===== src/rtl/arm_multicycle_ctrl.sv =====
// Multicycle ARM main controller: Moore state sequencer, ALU decoder
// and CondEx gating of every architectural write strobe.
module arm_multicycle_ctrl #(
    parameter bit UNDEF_TRAP = 1'b0
) (
    input  logic       clk,
    input  logic       reset,
    input  logic [1:0] Op,
    input  logic [5:0] Funct,
    input  logic [3:0] Rd,
    input  logic       CondEx,
    output logic       PCWrite,
    output logic       AdrSrc,
    output logic       MemWrite,
    output logic       IRWrite,
    output logic [1:0] ResultSrc,
    output logic       ALUSrcA,
    output logic [1:0] ALUSrcB,
    output logic       RegWrite,
    output logic [1:0] ALUControl,
    output logic [1:0] FlagW,
    output logic [3:0] State,
    output logic       Halted
);

    typedef enum logic [3:0] {
        FETCH   = 4'd0,
        DECODE  = 4'd1,
        MEMADR  = 4'd2,
        MEMREAD = 4'd3,
        MEMWB   = 4'd4,
        MEMWR   = 4'd5,
        EXECR   = 4'd6,
        EXECI   = 4'd7,
        ALUWB   = 4'd8,
        BRANCH  = 4'd9,
        HALT    = 4'd10
    } state_e;

    state_e state_q, state_d;

    logic next_pc, branch, regw, memw, irw, alu_op;
    logic is_add, is_sub, is_and, is_orr, is_cmp;
    logic pcs;
    logic [1:0] flag_w_raw;

    always_ff @(posedge clk or negedge reset) begin
        if (!reset) state_q <= FETCH;
        else        state_q <= state_d;
    end

    always_comb begin
        state_d = FETCH;
        case (state_q)
            FETCH:   state_d = DECODE;
            DECODE: begin
                case (Op)
                    2'b00:   state_d = Funct[5] ? EXECI : EXECR;
                    2'b01:   state_d = MEMADR;
                    2'b10:   state_d = BRANCH;
                    default: state_d = UNDEF_TRAP ? HALT : FETCH;
                endcase
            end
            MEMADR:  state_d = Funct[0] ? MEMREAD : MEMWR;
            MEMREAD: state_d = MEMWB;
            EXECR:   state_d = ALUWB;
            EXECI:   state_d = ALUWB;
            HALT:    state_d = HALT;
            default: state_d = FETCH;
        endcase
    end

    // Ungated per-state strobes and mux selects
    always_comb begin
        next_pc   = 1'b0;
        branch    = 1'b0;
        regw      = 1'b0;
        memw      = 1'b0;
        irw       = 1'b0;
        alu_op    = 1'b0;
        AdrSrc    = 1'b0;
        ResultSrc = 2'b00;
        ALUSrcA   = 1'b0;
        ALUSrcB   = 2'b00;
        case (state_q)
            FETCH: begin
                irw       = 1'b1;
                next_pc   = 1'b1;
                ALUSrcA   = 1'b1;
                ALUSrcB   = 2'b10;
                ResultSrc = 2'b10;
            end
            DECODE: begin
                ALUSrcA   = 1'b1;
                ALUSrcB   = 2'b10;
                ResultSrc = 2'b10;
            end
            MEMADR:  ALUSrcB = 2'b01;
            MEMREAD: AdrSrc  = 1'b1;
            MEMWB: begin
                ResultSrc = 2'b01;
                regw      = 1'b1;
            end
            MEMWR: begin
                AdrSrc = 1'b1;
                memw   = 1'b1;
            end
            EXECR:   alu_op = 1'b1;
            EXECI: begin
                ALUSrcB = 2'b01;
                alu_op  = 1'b1;
            end
            ALUWB:   regw = 1'b1;
            BRANCH: begin
                ALUSrcB   = 2'b01;
                ResultSrc = 2'b10;
                branch    = 1'b1;
            end
            default: ;
        endcase
    end

    assign is_add = alu_op & (Funct[4:1] == 4'b0100);
    assign is_sub = alu_op & (Funct[4:1] == 4'b0010);
    assign is_and = alu_op & (Funct[4:1] == 4'b0000);
    assign is_orr = alu_op & (Funct[4:1] == 4'b1100);
    assign is_cmp = alu_op & (Funct[4:1] == 4'b1010);

    always_comb begin
        ALUControl = 2'b00;
        if (is_sub | is_cmp) ALUControl = 2'b01;
        else if (is_and)     ALUControl = 2'b10;
        else if (is_orr)     ALUControl = 2'b11;
    end

    // CMP updates all flags even without the S bit
    assign flag_w_raw = is_cmp ? 2'b11 :
        {alu_op & Funct[0], alu_op & Funct[0] & (is_add | is_sub)};

    assign pcs      = ((Rd == 4'd15) & regw) | branch;
    assign PCWrite  = reset & (next_pc | (pcs & CondEx));
    assign RegWrite = reset & regw & CondEx & ~is_cmp;
    assign MemWrite = reset & memw & CondEx;
    assign IRWrite  = reset & irw;
    assign FlagW    = {2{reset & CondEx}} & flag_w_raw;
    assign Halted   = reset & (state_q == HALT);
    assign State    = state_q;

endmodule


===== config.mk =====
export PLATFORM = sky130hd
export DESIGN_NAME = arm_multicycle_ctrl
export DESIGN_NICKNAME = d
export VERILOG_FILES = /design/src/rtl/arm_multicycle_ctrl.sv
export SDC_FILE = /design/constraint.sdc
export NUM_CORES = 1
export LEC_CHECK = 0
export BUFFER_PORTS_ARGS = -buffer_cell sky130_fd_sc_hd__buf_4
export CORE_AREA = 3 3 40 42
export DETAILED_ROUTE_END_ITERATION = 16
export DIE_AREA = 0 0 43 45
export PLACE_DENSITY = 0.77
export SLEW_MARGIN = 20
export SYNTH_ARGS = -nofsm -noshare
export SYNTH_HDL_FRONTEND = slang
export SYNTH_SLANG_ARGS = --single-unit

===== constraint.sdc =====
create_clock -name clk -period 1.1 [get_ports clk]
set_input_delay 0.055 -clock clk [delete_from_list [all_inputs] [get_ports clk]]
set_output_delay 0.055 -clock clk [all_outputs]
set_load 0.1 [all_outputs]

==> flow_metrics.py, run 1 <==
metrics = {
    "cts": {
        "cts_made_buffers": 3,
        "postCtsSetupBuffers": 3,
        "htree_levels": 1,
        "cts_resized": 62,
        "cts.sinks": 4,
        "clockBufferDepth": 2,
        "cts-root-buf": "clkbuf_4",
        "hold_buffers": 1,
    },
    "logic_synthesis": {
        "syn_inst": 62,
        "postSynthAreaPerCell_sq_um": 7.35,
        "ys_warn_count": 0,
        "netlist_area_sq_um": 455,
        "ys_seq_area_share_pct": 22.0,
        "synth.distinct_cells": 30,
        "syn_nets": 77,
        "ys_seq_elements": 4,
    },
    "placement": {
        "gp_congestion": 0.818,
        "dp_slack_ps": -393,
        "numPortBuffers": 33,
        "dp_hpwl_um": 1680,
    },
    "floorplanning": {
        "ios": 34,
        "num_rows": 13,
        "start_util_pct": 35.4,
        "die_y_um": 45,
        "die_x_um": 43,
    },
    "outcome": {
        "run.stop_error": "[ERROR DPL-0038] Utilization greater than 100%, impossible to legalize",
        "failed_stage": "4_1_cts",
        "status": "stopped before the end",
    },
}
==> synth_stat cells <==
library cell	number	area, sq um
a21oi_1	2	10.0
xnor2_1	2	17.5
buf_4	1	7.51
o21ai_0	3	15.0
o21ai_1	3	15.0
and2b_2	1	8.76
nand2_1	3	11.3
nand2b_1	2	12.5
a21boi_0	1	7.51
nor4_2	1	12.5
nor2_1	6	22.5
a31oi_1	1	6.26
nand3b_1	1	7.51
buf_2	3	15.0
o22ai_1	1	6.26
nand3_1	2	10.0
xor2_1	1	8.76
a32oi_1	1	8.76
nand2_2	1	6.26
inv_1	2	7.51
mux2i_1	1	10.0
a32o_1	1	10.0
nor3b_1	1	7.51
nor3_1	7	35.0
a2111oi_2	1	15.0
dfrtp_1	4	100
a21boi_1	2	15.0
nor4_1	2	12.5
and4_1	1	8.76
nor2b_1	4	25.0
==> cells by family after synthesis <==
| family | after synthesis | synth area share (%) |
|---|---|---|
| xor gates and xnor gates | 3 | 5.77 |
| and+or+nand+nor | 32 | 39.6 |
| buffers and inverters | 6 | 6.59 |
| muxes | 1 | 2.20 |
| AOI/OAI and AO/OA | 16 | 23.9 |
| DFF | 4 | 22.0 |
==> stage by stage <==
| step | cell area (sq um) | instances |
|---|---|---|
| after floorplan | 668 | 62 |
| after global placement | 1070 | 129 |
| after detailed placement | 1070 | 129 |
==> run 2: changes to the inputs <==
--- a/config.mk
+++ b/config.mk
@@ -6,10 +6,10 @@
 export NUM_CORES = 1
 export LEC_CHECK = 0
 export BUFFER_PORTS_ARGS = -buffer_cell sky130_fd_sc_hd__buf_4
-export CORE_AREA = 3 3 40 42
+export CORE_AREA = 3 3 64 66
 export DETAILED_ROUTE_END_ITERATION = 16
-export DIE_AREA = 0 0 43 45
-export PLACE_DENSITY = 0.77
+export DIE_AREA = 0 0 67 69
+export PLACE_DENSITY_LB_ADDON = 0.15
 export SLEW_MARGIN = 20
 export SYNTH_ARGS = -nofsm -noshare
 export SYNTH_HDL_FRONTEND = slang
==> flow_metrics.py, run 2 <==
metrics = {
    "worst_setup_path": {
        "cp_max_fo": 6,
        "start_kind": "flop",
        "critPathCaptureType": "primary output",
        "slowest_stage": "dfrtp_4",
        "slowest_delay_ps": 500,
        "criticalPathCategory": "reg2out",
        "cp_data_arrival_time_ps": 1550,
        "ff2ff_setup_slack_ps": -160,
        "crit_chain": "nand3b_1 -> buf_6 -> nor4_4 -> buf_6",
        "cp.required_ps": 1040,
        "cp_common_cell": "buf_6",
    },
    "floorplanning": {
        "die_y_um": 69,
        "coreArea_sq_um": 3630,
        "start_util_pct": 12.5,
        "ios": 34,
        "num_rows": 22,
        "die-area_sq_um": 4620,
        "die_x_um": 67,
    },
    "detailed_routing": {
        "wirelength_um": 2110,
        "post_drt_via_cell_ratio": 4.20,
        "dr_total_vias": 701,
        "dr.first_iter.drc_count": 22,
        "drc": 0,
        "final_antenna_net_count": 0,
        "wire_per_inst_um": 12.6,
        "dr.pass1.iters": 4,
    },
    "global_routing": {
        "grt_pass1_wl_um": 3460,
        "gr-usage-all-layers_pct": 9.86,
        "grt_remaining_overflow": 0,
        "antenna_found_initial": 0,
        "grt_max_degree": 9,
        "first_global_vias": 726,
    },
    "cts": {
        "clockBufferDepth": 2,
        "cts.sinks": 4,
        "cts-root-buf": "clkbuf_8",
        "cts_tree": "built",
        "cts_made_buffers": 3,
        "path_clk_slew_ps": 30,
        "htree_levels": 1,
        "insertion_delay_ps": 220,
    },
    "finish": {
        "synthToLayoutAreaGrowth_pct": 220,
        "antenna_cells": 0,
        "layout_commonest_cell": "buf_4",
        "layout-drive-gt1-share_pct": 76.5,
        "layout_common_cells": "29 x buf_4, 16 x buf_12, 12 x buf_6",
        "n_fill_cell": 366,
        "final_nets": 136,
        "fin_util_pct": 40.1,
        "layoutNonFillerInstCount": 167,
        "largest_register_ffs": 4,
    },
    "logic_synthesis": {
        "postSynthAreaPerCell_sq_um": 7.35,
        "synth-main-ff-cell": "dfrtp_1",
        "ys_seq_elements": 4,
        "synth.top_cell.area_share_pct": 22.0,
        "synth_mux_area_share_pct": 2.20,
        "synthAdderAreaFrac_pct": 0,
        "syn_nets": 77,
        "synthTopCellsByCount": "7 x nor3_1, 6 x nor2_1, 4 x dfrtp_1, 4 x nor2b_1",
        "synth_top_family_by_area": "simple AND/OR/NAND/NOR gates",
        "yosys.area_share.xor_xnor_pct": 5.77,
        "ys_warn_count": 0,
        "synth-edff-count": 0,
        "synth_top_area_cell": "dfrtp_1",
        "synth.distinct_cells": 30,
        "synth-async-reset-ratio_pct": 100,
        "syn_inst": 62,
        "synth_compound_area_share_pct": 23.9,
        "synthTopCellsByArea": "dfrtp_1 22%, nor3_1 7.7%, nor2b_1 5.5%, nor2_1 4.9%, xnor2_1 3.8%",
        "synthMostInstantiatedCell": "nor3_1",
        "ys_seq_area_share_pct": 22.0,
        "netlist_area_sq_um": 455,
        "yosys.area_share.simple_pct": 39.6,
    },
    "sta": {
        "slew_headroom_pct": 77.9,
        "hold_violations": 0,
        "skew_ps": 2.37,
        "rsz0062_at_grt": "true",
        "slew_violations": 0,
        "post-route-min-period_ps": 1600,
        "tightest_slew_ps": 330,
        "post-route-period-util_pct": 146,
        "setup_viol": 23,
        "fmax_mhz": 625,
        "worst_slack_ps": -501,
    },
    "placement": {
        "gp_congestion": 0.727,
        "numPortBuffers": 33,
        "dp_cells": 160,
        "dp_hpwl_um": 1680,
    },
    "power": {
        "p_switching_uw": 2730,
        "p_sw_share_pct": 55.9,
        "p_seq_share_pct": 8.1,
        "powerDensity_nw_per_um2": 3360,
        "p_leak_uw": 0.000567,
        "p_int_uw": 2160,
        "pwr-share-comb_pct": 85.4,
        "pwr-share-clk_pct": 6.4,
        "peakVddDrop_mv": 0.662,
    },
    "job": {
        "drv_cap": 0,
    },
    "outcome": {
        "violations": "setup timing",
        "status": "finished with violations",
    },
    "min_path": {
        "min_path_type": "in2reg",
    },
}
-- run 2: cell counts after synthesis --
No cell type changed its count.
-- run 2: area by class of cell --
type	count	area, sq um	area share (%)
clock buffer	3	41.3	2.84
inverter	2	11.3	0.773
multi-input combinational	52	546	37.5
sequential	4	115	7.90
tap	48	60.1	4.12
timing repair buffer	58	683	46.9
-- run 2: repair_timing --
item / CTS / global route
setup buffers: 1 / 2
pin swaps: 6 / 2
endpoints found under the setup margin: 22 / 23
hold buffers: 1 / 0
endpoints found under the hold margin: 4 / 0
resized for setup: 61 / 7
-- run 2: power groups by stage --
stage	sequential, uW	combinational, uW	clock (uW)
2_1_floorplan	746	2150	0
3_3_place_gp	397	3260	0
3_5_place_dp	403	3280	0
4_1_cts	406	4050	328
5_1_grt	414	4330	336
6_report	397	4180	315
-- run 2: final timing paths --
kind | from | endpoint | cells past startpoint
worst max-delay path | State[3]$_DFF_PN0_ | ALUControl[1] | 4
worst min-delay path | Op[1] | State[1]$_DFF_PN0_ | 4
worst max register to register | State[1]$_DFF_PN0_ | State[3]$_DFF_PN0_ | 5
worst min register to register | State[2]$_DFF_PN0_ | State[1]$_DFF_PN0_ | 3
max in group asynchronous | reset | State[2]$_DFF_PN0_ | 3
min in group asynchronous | reset | State[0]$_DFF_PN0_ | 3
-- run 2: stage by stage --
stage | hold WS (ps) | total power [uW] | worst slack (ps) | instance area (sq um) | TNS [ps]
floorplan | -241 | 2890 | -1430 | 668 | -14870
global placement | -14.6 | 3660 | -350 | 1110 | -3950
detailed placement | -17.8 | 3680 | -367 | 1110 | -4100
CTS | 111 | 4790 | -519 | 1410 | -6710
global route | 120 | 5080 | -586 | 1460 | -7630
finish | 119 | 4890 | -501 | 1460 | -6500
-- run 2: cell families after synthesis --
family                 after synthesis
AO/OA/AOI/OAI                       16
XOR/XNOR                             3
buffers and inverters                6
flip-flops                           4
multiplexers                         1
AND/OR/NAND/NOR                     32
-- run 2: layer usage --
layer | GRT usage, % | up-vias | routed length, um
met5 | 0 | - | 0
met4 | 4.73 | 0 | 20
met3 | 1.14 | 2 | 87
met2 | 17.8 | 20 | 1210
met1 | 11.0 | 335 | 794
li1 | - | 344 | -
-- run 2: worst max-delay path, delay by kind of cell (launching register included) --
| family | cells | cell delay (ps) |
|---|---|---|
| DFF | 1 | 500 |
| buffers and inverters | 2 | 420 |
| and+or+nand+nor | 2 | 410 |
(Power assumes the default switching activity.)
==> run 3: changes to the inputs <==
--- a/config.mk
+++ b/config.mk
@@ -5,11 +5,12 @@
 export SDC_FILE = /design/constraint.sdc
 export NUM_CORES = 1
 export LEC_CHECK = 0
-export BUFFER_PORTS_ARGS = -buffer_cell sky130_fd_sc_hd__buf_4
 export CORE_AREA = 3 3 64 66
 export DETAILED_ROUTE_END_ITERATION = 16
 export DIE_AREA = 0 0 67 69
+export DONT_BUFFER_PORTS = 1
 export PLACE_DENSITY_LB_ADDON = 0.15
+export SETUP_SLACK_MARGIN = 0.5
 export SLEW_MARGIN = 20
 export SYNTH_ARGS = -nofsm -noshare
 export SYNTH_HDL_FRONTEND = slang
==> flow_metrics.py, run 3 (same netlist as run 2, synthesis figures left out) <==
metrics = {
    "sta": {
        "tightest_slew_ps": 333,
        "rsz0062_at_grt": "true",
        "slew_violations": 0,
        "post-route-period-util_pct": 148,
        "post-route-min-period_ps": 1620,
        "setup_viol": 21,
        "slew_headroom_pct": 77.8,
        "fmax_mhz": 616,
        "fin_tns_setup_ps": -7260,
        "hold_violations": 0,
        "skew_ps": 1.46,
        "worst_slack_ps": -523,
    },
    "detailed_routing": {
        "dr.pass1.iters": 2,
        "dr_total_vias": 679,
        "final_antenna_net_count": 0,
        "dr.first_iter.drc_count": 10,
        "post_drt_via_cell_ratio": 4.24,
        "wirelength_um": 2230,
        "drc": 0,
        "wire_per_inst_um": 13.9,
    },
    "floorplanning": {
        "die_x_um": 67,
        "die_y_um": 69,
        "coreArea_sq_um": 3630,
        "num_rows": 22,
        "ios": 34,
        "die-area_sq_um": 4620,
        "start_util_pct": 12.5,
    },
    "global_routing": {
        "grt_max_degree": 7,
        "antenna_found_initial": 0,
        "first_global_vias": 706,
        "grt_pass1_wl_um": 3520,
        "grt_remaining_overflow": 0,
        "gr-usage-all-layers_pct": 10.2,
    },
    "min_path": {
        "hp-start": "Op[1]",
        "worstHoldPathCells": 3,
        "min_path_type": "in2reg",
        "holdPathEnd": "State[1]$_DFF_PN0_",
    },
    "worst_setup_path": {
        "ff2ff_setup_slack_ps": -390,
        "cp_max_fo": 4,
        "reg2reg_to": "State[3]$_DFF_PN0_",
        "crit_family": "flip-flops",
        "r2r_start": "State[0]$_DFF_PN0_",
        "cp.required_ps": 1040,
        "cp_common_cell": "buf_12",
        "criticalPathCategory": "reg2out",
        "worst-path-buf-inv": 2,
        "start_kind": "flop",
        "slowest_delay_ps": 490,
        "slowest_stage": "dfrtp_4",
        "critPathCaptureType": "primary output",
        "reg2reg_depth": 7,
        "crit_chain": "buf_12 -> xnor2_4 -> nor4_4 -> a32o_4 -> buf_12",
        "cp_data_arrival_time_ps": 1570,
    },
    "cts": {
        "cts_made_buffers": 3,
        "cts.sinks": 4,
        "insertion_delay_ps": 220,
        "path_clk_slew_ps": 30,
        "cts_tree": "built",
        "cts-root-buf": "clkbuf_8",
        "htree_levels": 1,
        "clockBufferDepth": 2,
    },
    "placement": {
        "gp_congestion": 0.702,
        "numPortBuffers": 0,
        "dp_hpwl_um": 1550,
    },
    "finish": {
        "largest_register_ffs": 4,
        "final_nets": 129,
        "n_fill_cell": 356,
        "layout_common_cells": "20 x buf_12, 18 x buf_6, 11 x buf_4",
        "synthToLayoutAreaGrowth_pct": 235,
        "antenna_cells": 0,
        "layout_commonest_cell": "buf_12",
        "layout-drive-gt1-share_pct": 79.5,
    },
    "outcome": {
        "status": "finished with violations",
        "violations": "setup timing",
    },
    "job": {
        "drv_cap": 0,
    },
}
## run 3: cell types whose count changed in the layout (fill, tap and decap cells not counted), sizes merged
cell / delta
buf: -7
## run 3: final cells by class
| type | count | area [sq um] | area share (%) |
|---|---|---|---|
| Multi-Input combinational cell | 52 | 588 | 38.5 |
| Clock buffer | 3 | 41.3 | 2.70 |
| Tap cell | 48 | 60.1 | 3.93 |
| Sequential cell | 4 | 115 | 7.54 |
| Inverter | 2 | 11.3 | 0.738 |
| Timing Repair Buffer | 51 | 711 | 46.6 |
## run 3: per-stage QoR
step                hold slack [ps]  utilization, %  worst slack (ps)  instance area (sq um)  cells
floorplan                      -241               -             -1430                    668     62
detailed placement             -240            31.6              -315                   1150    143
finish                         7.51            42.0              -523                   1530    160
CTS                            6.79            40.4              -521                   1470    157
global placement               -240            31.6              -295                   1150    143
global route                   29.1            42.0              -601                   1530    160
## run 3: worst reg2reg max path, delay by kind of cell (launching register included)
kind | cells | cell delay [ps]
compound gates | 2 | 260
buf+inv | 4 | 470
flops | 1 | 510
simple gates | 1 | 120
## run 3: worst max-delay path by stage
| stage | from | endpoint | slack, ps | cells past startpoint |
|---|---|---|---|---|
| finish | State[3]$_DFF_PN0_ | PCWrite | -520 | 5 |
| global route | State[3]$_DFF_PN0_ | PCWrite | -600 | 5 |
| CTS | State[3]$_DFF_PN0_ | ALUControl[1] | -520 | 4 |
| detailed placement | State[3]$_DFF_PN0_ | ALUControl[1] | -310 | 4 |
| global placement | State[3]$_DFF_PN0_ | ALUControl[1] | -300 | 4 |
| floorplan | State[2]$_DFF_PN0_ | PCWrite | -1430 | 3 |
## run 3: timing repair
item | CTS | global route
gates resized for setup | 50 | 9
hold buffers | 1 | 0
setup buffers | 10 | 3
pin swaps | 14 | 8
endpoints found under the setup margin | 23 | 23
endpoints found under the hold margin | 4 | 0
## run 3: routing by layer
layer | global-route usage [%] | share of wire (%) | up-vias
li1 | - | - | 328
met1 | 10.1 | 34 | 323
met2 | 19.0 | 59 | 24
met3 | 1.47 | 4.1 | 4
met4 | 6.08 | 2.3 | 0
met5 | 0 | 0 | -
Power of run 3 is not shown: default switching activity piles up to over one toggle a cycle in this logic, so the estimate is an artifact.
